## src/rtl/median_frame_sequencer.sv

```systemverilog
// Frame controller for the 3x3 median filter: loads one column-major
// frame, steps the filter per pixel and streams the results back out.
module median_frame_sequencer #(
  parameter int WIDTH = 1080,
  parameter int DEPTH = 1080,
  parameter int PIX_W = 8
) (
  input  logic             clk,
  input  logic             rst,
  input  logic             start,
  input  logic             s_valid,
  output logic             s_ready,
  input  logic [PIX_W-1:0] s_data,
  input  logic             s_last,
  output logic             flt_clear,
  output logic             flt_enable,
  output logic [PIX_W-1:0] flt_pixel,
  output logic             flt_enable_process,
  input  logic [PIX_W-1:0] flt_result,
  output logic             m_valid,
  input  logic             m_ready,
  output logic [PIX_W-1:0] m_data,
  output logic             m_last,
  output logic             busy,
  output logic             done,
  output logic             frame_err
);

  localparam int N = WIDTH * DEPTH;
  localparam logic [31:0] LAST = 32'(N - 1);
  localparam logic [31:0] NCNT = 32'(N);

  typedef enum logic [2:0] {
    IDLE, CLEAR, LOAD, PROCESS, DRAIN, DONE
  } state_t;

  state_t      state;
  logic [31:0] in_cnt;
  logic [31:0] out_cnt;
  logic        pend;
  logic        s_hs;
  logic        m_hs;
  logic        issue;

  assign s_hs  = s_valid && s_ready;
  assign m_hs  = m_valid && m_ready;
  assign issue = (state == PROCESS) && !pend
              && (!m_valid || m_ready);

  always_ff @(posedge clk or posedge rst) begin
    if (rst) begin
      state              <= IDLE;
      in_cnt             <= '0;
      out_cnt            <= '0;
      pend               <= 1'b0;
      s_ready            <= 1'b0;
      flt_clear          <= 1'b0;
      flt_enable         <= 1'b0;
      flt_pixel          <= '0;
      flt_enable_process <= 1'b0;
      m_valid            <= 1'b0;
      m_data             <= '0;
      m_last             <= 1'b0;
      busy               <= 1'b0;
      done               <= 1'b0;
      frame_err          <= 1'b0;
    end else begin
      flt_clear          <= 1'b0;
      flt_enable         <= 1'b0;
      flt_enable_process <= 1'b0;
      done               <= 1'b0;
      frame_err          <= 1'b0;
      // Result capture has priority over retiring the held pixel.
      if (pend) begin
        m_data  <= flt_result;
        m_valid <= 1'b1;
        m_last  <= (out_cnt == NCNT);
        pend    <= 1'b0;
      end else if (m_hs) begin
        m_valid <= 1'b0;
        m_last  <= 1'b0;
      end
      unique case (state)
        IDLE: begin
          if (start) begin
            state     <= CLEAR;
            flt_clear <= 1'b1;
            busy      <= 1'b1;
          end
        end
        CLEAR: begin
          in_cnt  <= '0;
          out_cnt <= '0;
          s_ready <= 1'b1;
          state   <= LOAD;
        end
        LOAD: begin
          if (s_hs) begin
            flt_enable <= 1'b1;
            flt_pixel  <= s_data;
            in_cnt     <= in_cnt + 32'd1;
            if (in_cnt == LAST) begin
              state     <= PROCESS;
              s_ready   <= 1'b0;
              frame_err <= !s_last;
            end else if (s_last) begin
              state     <= IDLE;
              s_ready   <= 1'b0;
              busy      <= 1'b0;
              frame_err <= 1'b1;
              flt_clear <= 1'b1;
            end
          end
        end
        PROCESS: begin
          if (issue) begin
            flt_enable_process <= 1'b1;
            pend               <= 1'b1;
            out_cnt            <= out_cnt + 32'd1;
            if (out_cnt == LAST) state <= DRAIN;
          end
        end
        DRAIN: begin
          if (m_hs && m_last) begin
            state <= DONE;
            done  <= 1'b1;
          end
        end
        DONE: begin
          busy  <= 1'b0;
          state <= IDLE;
        end
        default: state <= IDLE;
      endcase
    end
  end

endmodule

```

## config.mk

```make
export PLATFORM = sky130hd
export DESIGN_NAME = median_frame_sequencer
export DESIGN_NICKNAME = d
export VERILOG_FILES = /design/src/rtl/median_frame_sequencer.sv
export SDC_FILE = /design/constraint.sdc
export NUM_CORES = 1
export LEC_CHECK = 0
export CORE_AREA = 2 2 105 107
export CTS_BUF_LIST = sky130_fd_sc_hd__clkbuf_16
export CTS_CLUSTER_DIAMETER = 40
export CTS_CLUSTER_SIZE = 30
export DETAILED_ROUTE_END_ITERATION = 8
export DIE_AREA = 0 0 107 109
export MAX_ROUTING_LAYER = met4
export RECOVER_POWER = 100
export SYNTH_ARGS = -nofsm -noshare
export SYNTH_HDL_FRONTEND = slang
export SYNTH_SLANG_ARGS = --single-unit
```

## constraint.sdc

```tcl
create_clock -name clk -period 8.45 [get_ports clk]
set_clock_uncertainty 0.15 [all_clocks]
set_input_delay 1.69 -clock clk [delete_from_list [all_inputs] [get_ports clk]]
set_output_delay 1.69 -clock clk [all_outputs]
set_load 0.05 [all_outputs]
```

==> results of run 1 <==
-- cell type report --
cell class / instances / area [um2] / share of cell area [%]
Sequential cell: 92 / 2302 / 42.11
Multi-Input combinational cell: 357 / 2192 / 40.10
Timing Repair Buffer: 49 / 483.0 / 8.835
Clock buffer: 9 / 225.2 / 4.120
Tap cell: 140 / 175.2 / 3.204
Clock inverter: 5 / 46.29 / 0.8469
Inverter: 11 / 42.54 / 0.7782
-- worst min-delay path by stage --
stage | end | slack [ns] | depth (start not counted)
floorplan | in_cnt[0] | 0.33 | 1
global placement | flt_pixel[4] | 0.31 | 2
detailed placement | flt_pixel[4] | 0.31 | 2
CTS | flt_pixel[4] | 0.33 | 2
global route | flt_pixel[4] | 0.35 | 2
finish | flt_pixel[4] | 0.32 | 2
-- worst reg2reg max path, delay by kind of cell, from the launching register on --
family | cells | cell delay, ns
buffers and inverters | 1 | 0.61
flip-flops | 1 | 0.55
AND/OR/NAND/NOR | 4 | 1.19
XOR/XNOR | 1 | 0.16
-- registers in the layout (all words and copies together), names as in the netlist --
| name | flops |
|---|---|
| flt_enable | 1 |
| busy | 1 |
| frame_err | 1 |
| flt_pixel | 8 |
| done | 1 |
| m_last | 1 |
| s_ready | 1 |
| flt_clear | 1 |
| m_data | 8 |
| state | 3 |
| m_valid | 1 |
| in_cnt | 32 |
| pend | 1 |
| out_cnt | 32 |
-- placed cells by master, fill, tap and decap left out, types with 4 or more instances in the layout --
cell type	synthesis	routed
or4_1	4	4
dfrtp_1	92	92
clkbuf_16	0	9
ha_1	5	5
and3_1	7	7
xor2_1	26	26
nand4_1	30	30
nor2_1	57	56
and4_1	9	9
and2_1	4	4
inv_1	10	10
xnor2_1	19	19
o21ai_0	16	16
nor3_1	12	12
nand2_1	51	51
nand3_1	24	24
nor4_1	18	18
or3_1	9	10
a21oi_1	14	14
dlygate4sd3_1	0	36
mux2_2	9	9
clkdlybuf4s50_1	0	10
-- layer usage --
layer / wire length (um) / track usage, % / share of wire (%) / vias to the layer above
met1: 4392 / 23.45 / 45 / 1797
met2: 4788 / 30.16 / 49 / 79
met4: 189 / 6.957 / 1.9 / 0
met5: 0 / - / 0 / -
met3: 415 / 3.825 / 4.2 / 18
li1: - / - / - / 1789
-- per-stage QoR --
| stage | setup slack [ns] | hold WS (ns) | util, % | std cells | cell area, um2 |
|---|---|---|---|---|---|
| 6_report | 4.498 | 0.3171 | 51.56 | 663 | 5466 |
| 5_1_grt | 4.192 | 0.3525 | 51.56 | 663 | 5466 |
| 4_1_cts | 4.622 | 0.3286 | 51.60 | 663 | 5472 |
| 3_5_place_dp | 4.357 | 0.3133 | 49.04 | 649 | 5200 |
| 3_3_place_gp | 4.413 | 0.3066 | 49.04 | 649 | 5200 |
| 2_1_floorplan | 4.218 | 0.3316 | - | 483 | 4639 |
-- kinds of logic (layout without fill, tap and decap cells) --
kind of cell	Yosys count	count (layout)
DFF	92	92
and+or+nand+nor	252	252
AOI/OAI and AO/OA	46	46
xor gates and xnor gates	45	45
adders and majority gates	5	5
muxes	9	9
buffers and inverters	34	74
-- report_power, final --
group | leakage [nW] | switching (mW) | internal (mW) | total (mW)
registers | 1.24 | 0.0628 | 0.507 | 0.569
logic | 0.990 | 0.331 | 0.150 | 0.481
clock network | 0.137 | 0.157 | 0.222 | 0.379
total | 2.36 | 0.551 | 0.879 | 1.43
==> results.cfg, run 1 <==
[status]
outcome = finished with violations
violations = capacitance limit, slew limit

[logic_synthesis]
yosys.area_share.simple_pct = 29.05
synth.area.top_cells = dfrtp_1 50%, xor2_1 4.9%, nor2_1 4.6%
synthArstFlopShare_pct = 100.0
yosysTopAreaCellShare_pct = 49.62
synthMuxAreaShare_pct = 2.184
ys_ff_latch = 92
yosysSeqAreaShare_pct = 49.62
netlist_area_um2 = 4639
syn-mean-instance-area_um2 = 9.605
yosys.area_share.xor_xnor_pct = 8.495
synth_compound_area_share_pct = 6.122
synth_top_family_by_area = simple AND/OR/NAND/NOR gates
netlist_top_cells_count = 92 x dfrtp_1, 57 x nor2_1, 51 x nand2_1
synth_ff_type = dfrtp_1
synth_warnings = 0
synth_cell_types = 54
syn_nets = 510
synth_enable_flop_cells = 0
yosysMostFrequentCell = dfrtp_1
synth_adder_area_share_pct = 1.348
syn_inst = 483
synth_top_area_cell = dfrtp_1

[grt]
grt_pass1_vias = 3566
gr-total-overflow = 0
antenna_found_initial = 0
grt_max_degree = 49
grt_pass1_wl_um = 16790
grt_usage_pct = 18.71

[placement]
place_hpwl_um = 6828
routabilityCongestion = 0.8660
io_buffers = 46

[setup_path]
rr_startpoint = state[1]
required_ns = 8.52
worstSetupPathType = input port to flip-flop
cpPeakStageDelay_ns = 0.61
cp-startpoint = s_valid
cp_cell_sequence = dlygate4sd3_1, nand2_1, or2_0, clkinv_1, nand4_1, xor2_1, nor2_1
crit_buf_inv = 2
crit_family = buffers and inverters
crit_end = in_cnt[4]
worst_setup_path_start_kind = input port
crit-reg2reg-capture = in_cnt[4]
worst-path-max-fanout = 17
crit_slowest_cell = clkinv_1
arrival_ns = 4.02
r2r_cells = 6
cp.depth = 7
cp-end-kind = flip-flop
r2r_slack_ns = 5.69

[detailed_routing]
wl_per_cell_um = 14.76
vias_per_cell = 5.555
drc_errors = 0
firstDrtPassIters = 5
finalWirelength_um = 9784
drt_iter0_drc = 179
vias = 3683
ant_nets = 0

[finish]
syn_to_final_growth_pct = 17.83
layout-drive-gt1-share_pct = 7.075
nFillCells = 975
antenna_cells = 0
final_net_count = 547

[sta]
setup_tns_ns = 0
setup_viol = 0
rsz0062_at_grt = no
hold_viol = 0
period_minus_slack_ns = 3.952
period_share_pct = 46.77
relSlewSlack_pct = -33.86
fmax_mhz = 253.0
worstMarginPinSlew_ns = 1.997
maxSlewViolCount = 46

[floorplanning]
initial_core_util_pct = 43.76
ios = 47
dieArea_um2 = 11660
dieWidth_um = 107
rows = 38
core_um2 = 10600
die_h_um = 109

[clock_tree]
cts.path.max_buffers = 2
cts_tree = done
cts-root-buf = clkbuf_16
numCtsBuffers = 9
clock_latency_ns = 0.35
htree_levels = 3
clkSlewWorstSetupHoldPaths_ns = 0.06
clkSinkCount = 92
ctsResizeCount = 0
cts_hold_buf = 0
cts_setup_buffers = 0

[power]
power_density_nw_per_um2 = 261.5
leakage_nw = 2.365
report.power.total_mw = 1.430
peakVddDrop_mv = 0.1712

[min_path]
hold_path.class = flip-flop to flip-flop
hp-start = flt_pixel[4]

[flow_run]
max-cap-violations = 1
Note: power is estimated with default switching activity, not from simulation.
==> inputs of run 2 (changes only) <==
Clock period 8.45 ns to 3.75 ns, I/O delays scaled along.
==> run 2 against run 1 <==
The flow still finishes with violations (capacitance limit, slew limit). Count of clock-buffer cells in the layout unchanged. Combinational power is 130% higher. Sequential power up 120%. Utilization grew 0.21 points. Global-route usage up 0.35 points. Clock power grew 120%. Non-clock buffer count rose by 2. Largest cell class unchanged.
==> results.cfg, run 2 (synthesis gave the netlist of run 1 again) <==
[floorplanning]
dieWidth_um = 107
die_h_um = 109
rows = 38
ios = 47
core_um2 = 10600
dieArea_um2 = 11660
initial_core_util_pct = 43.76

[sta]
worstMarginPinSlew_ns = 1.896
fmax_mhz = 327.1
period_share_pct = 81.52
relSlewSlack_pct = -27.11
hold_viol = 0
setup_viol = 0
setup_tns_ns = 0
maxSlewViolCount = 42
period_minus_slack_ns = 3.057
hold_slack_ns = 0.3185
rsz0062_at_grt = no

[status]
outcome = finished with violations
violations = capacitance limit, slew limit

[finish]
final_net_count = 549
top_regs = in_cnt: 32 flops, out_cnt: 32 flops
nFillCells = 967
final_common_cell = dfrtp_1
register_area_um2 = 2302
syn_to_final_growth_pct = 18.31
multi_input_area_um2 = 2192
layout-drive-gt1-share_pct = 7.034
layout_common_cells = 92 x dfrtp_1, 56 x nor2_1, 51 x nand2_1
antenna_cells = 0

[placement]
routabilityCongestion = 0.8343
place_hpwl_um = 6929
io_buffers = 46

[clock_tree]
cts_setup_buffers = 0
cts-root-buf = clkbuf_16
clkSlewWorstSetupHoldPaths_ns = 0.06
cts_tree = done
numCtsBuffers = 9
clock_latency_ns = 0.33
clkSinkCount = 92
cts.path.max_buffers = 2
ctsResizeCount = 0
cts_hold_buf = 0
htree_levels = 3

[grt]
grt_use_met3_pct = 2.989
grtUsageMet1_pct = 24.65
grt_max_degree = 43
grt_pass1_vias = 3620
antenna_found_initial = 0
grt_usage_pct = 19.06
grt_pass1_wl_um = 17140
gr-total-overflow = 0
met2_usage_pct = 30.07
grt-busiest-layer = met2

[detailed_routing]
vias = 3680
vias_per_cell = 5.526
firstDrtPassIters = 5
drc_errors = 0
wl_per_cell_um = 14.93
ant_nets = 0
finalWirelength_um = 9945
drt_iter0_drc = 205

[setup_path]
arrival_ns = 3.07
worst_setup_path_start_kind = input port
worst-path-max-fanout = 17
required_ns = 3.76
worstSetupPathType = input port to flip-flop
cp-end-kind = flip-flop

[power]
pwr-share-comb_pct = 33.8
peakVddDrop_mv = 0.3870
leakage_nw = 2.372
p_int_mw = 1.983
pwr-share-clk_pct = 26.4
power_density_nw_per_um2 = 587.1
p_switching_mw = 1.240
pwr-share-seq_pct = 39.8
netSwitchingFraction_pct = 38.48

[min_path]
hold_path.class = flip-flop to flip-flop

[flow_run]
max-cap-violations = 1
==> run 2: changes by cell type in the layout (fill, tap and decap cells not counted), sizes merged <==
cell,delta
clkdlybuf4s50,+8
clkbuf,+2
dlygate4sd3,-8
inv,+1
==> run 2: layout make-up <==
| class | instances | share of cell area (%) |
|---|---|---|
| Inverter | 11 | 0.7750 |
| Sequential cell | 92 | 41.94 |
| Tap cell | 140 | 3.191 |
| Timing Repair Buffer | 51 | 9.163 |
| Multi-Input combinational cell | 357 | 39.94 |
| Clock inverter | 6 | 0.8890 |
| Clock buffer | 9 | 4.103 |
==> run 2: per-stage QoR <==
stage                     cells  worst slack, ns  utilization (%)  instance area [um2]  total power [mW]
after detailed placement    651           0.6461            49.30                 5228             2.462
after floorplan             483           0.4580                -                 4639             2.072
final                       666           0.6930            51.77                 5489             3.222
after global placement      651           0.6452            49.30                 5228             2.444
after global routing        666           0.4093            51.77                 5489             3.414
after CTS                   666           0.8882            51.89                 5502             3.331
==> run 2: worst max-delay path: stages <==
cell and delay (ns):
dlygate4sd3_1 0.57, nand2_1 0.12, or2_0 0.53, clkinv_1 0.60, nand4_1 0.28, xor2_1 0.17
nor2_1 0.05
==> run 2: power by group through the flow <==
stage               Sequential (mW)  Combinational (mW)  Clock (mW)
floorplan                      1.64               0.433           0
global placement               1.30                1.15           0
detailed placement             1.31                1.15           0
CTS                            1.29                1.16       0.881
global route                   1.31                1.18       0.924
finish                         1.28                1.09       0.850
==> run 2: path summary, 6_finish.rpt <==
path / from / cells past startpoint / slack [ns] / endpoint
setup / recovery: s_valid / 7 / 0.69 / in_cnt[4]
hold / removal: flt_pixel[7] / 2 / 0.32 / flt_pixel[7]
setup reg to reg: state[2] / 4 / 0.95 / in_cnt[11]
hold reg to reg: flt_pixel[7] / 2 / 0.32 / flt_pixel[7]
max in group asynchronous: rst / 3 / 1.26 / out_cnt[16]
min in group asynchronous: rst / 2 / 1.21 / out_cnt[30]
==> run 2: per-layer routing <==
metal	part of all wire [%]	vias to the layer above
met4	1.2	0
met1	46	1775
li1	-	1797
met2	48	98
met5	0	-
met3	4.4	10
==> inputs of run 3 (changes only) <==
Settings changed: PLACE_DENSITY set to 0.67.
Clock period 3.75 ns to 2.55 ns, I/O delays scaled along.
==> run 3 against run 2 <==
Flip-flop and latch count unchanged. The run now ends clean. Critical path type unchanged. Final cell count increased by 2.9%. Largest cell class unchanged. Non-clock buffer count increased by 18.
==> results.cfg, run 3 (synthesis gave the netlist of run 1 again) <==
[status]
outcome = finished, final reports clean

[detailed_routing]
vias = 3796
finalWirelength_um = 10110
wl_per_cell_um = 14.75
firstDrtPassIters = 4
drt_iter0_drc = 168
drc_errors = 0
vias_per_cell = 5.542
ant_nets = 0

[grt]
grt_max_degree = 33
grt_usage_pct = 18.96
gr-total-overflow = 0
grt_pass1_wl_um = 17060
antenna_found_initial = 0
grt_pass1_vias = 3720

[floorplanning]
dieWidth_um = 107
die_h_um = 109
core_um2 = 10600
rows = 38
initial_core_util_pct = 43.76
dieArea_um2 = 11660
ios = 47

[sta]
hold_viol = 0
setup_viol = 0
period_minus_slack_ns = 2.397
worstMarginPinSlew_ns = 1.145
hold_slack_ns = 0.3170
rsz0062_at_grt = no
setup_tns_ns = 0
fmax_mhz = 417.2
maxSlewViolCount = 0
period_share_pct = 93.99
relSlewSlack_pct = 23.23

[placement]
place_hpwl_um = 7265
place_area_um2 = 5375
io_buffers = 46
routabilityCongestion = 0.8930

[min_path]
hold_path.class = flip-flop to flip-flop
holdPathStages = 2
hold_end = flt_pixel[6]
hp-start = flt_pixel[6]

[setup_path]
worstSetupPathType = input port to flip-flop
crit_slowest_cell = dlygate4sd3_1
worst-path-max-fanout = 3
crit-reg2reg-capture = state[1]
rr_startpoint = in_cnt[18]
cp_cell_sequence = dlygate4sd3_1, clkbuf_4, nor2b_1, or2_2, nor4_1, buf_4, a21oi_1, or3_1
worst_setup_path_start_kind = input port
cp-end-kind = flip-flop
r2r_slack_ns = 0.21
required_ns = 2.62
arrival_ns = 2.46
cpPeakStageDelay_ns = 0.58
r2r_cells = 7

[clock_tree]
cts_setup_buffers = 0
cts_tree = done
cts-root-buf = clkbuf_16
clock_latency_ns = 0.33
clkSinkCount = 92
numCtsBuffers = 9
clkSlewWorstSetupHoldPaths_ns = 0.06
cts.path.max_buffers = 2
htree_levels = 3

[finish]
layout-drive-gt1-share_pct = 10.09
final_cell_area_um2 = 5605
top_regs = in_cnt: 32 flops, out_cnt: 32 flops
layout_common_cells = 92 x dfrtp_1, 56 x nor2_1, 51 x nand2_1
multi_input_area_um2 = 2216
syn_to_final_growth_pct = 20.82
nFillCells = 990
register_area_um2 = 2302
final_net_count = 567
final_common_cell = dfrtp_1
antenna_cells = 0

[power]
power_density_nw_per_um2 = 861.5
leakage_nw = 2.431
report.power.total_mw = 4.829
peakVddDrop_mv = 0.5589

[flow_run]
max-cap-violations = 0
## run 3: cell types whose count changed in the layout (fill, tap and decap cells not counted), moves of 3 or more
cell,delta
buf_4,+7
clkbuf_2,+4
nor4_2,+3
clkbuf_1,+7
nor4_1,-3
## run 3: area by class of cell
class                   count  area share, %
clock buffers               9          4.018
flip-flops and latches     92          41.07
well taps                 140          3.125
repair buffers             69          10.47
inverters                  11         0.7589
multi-input cells         357          39.53
clock inverters             7          1.027
## run 3: critical path, delay by kind of cell
kind	cells	cell delay (ns)
AND/OR/NAND/NOR	4	1.00
AO/OA/AOI/OAI	1	0.05
buffers and inverters	3	0.91
## run 3: power by group
group          internal, mW  total, mW  switching (mW)
logic                 0.533       1.70            1.16
registers              1.68       1.85           0.171
clock network         0.744       1.28           0.537
total                  2.96       4.83            1.87
## run 3: per-stage QoR
step	instances	utilization, %	setup WS, ns
floorplan	483	-	0.1585
global placement	669	50.70	-0.08596
detailed placement	669	50.70	-0.08752
CTS	685	53.36	0.09858
global route	685	52.87	0.02572
finish	685	52.87	0.1533
## run 3: worst max-delay path by stage
stage                     startpoint          end  slack, ns  depth (start not counted)
after floorplan              m_valid  out_cnt[31]       0.16                          6
final                        m_ready     state[1]       0.15                          8
after CTS                 in_cnt[23]     state[1]        0.1                          7
after detailed placement     m_ready     state[1]      -0.09                          8
after global placement       m_ready     state[1]      -0.09                          8
after global routing      in_cnt[19]     state[0]       0.03                          8
## run 3: repair_timing
action / in CTS / in global routing
hold buffers: 0 / 0
setup endpoints to repair: 0 / 2
resized for setup: 0 / 3
hold endpoints to repair: 0 / 0
## run 3: per-layer routing
layer	GRT usage, %	vias up	wire [um]	share of wire, %
met2	31.67	67	5035	50
met3	2.391	22	272	2.7
met4	8.349	0	223	2.2
met1	23.25	1869	4573	45
met5	-	-	0	0
li1	-	1838	-	-
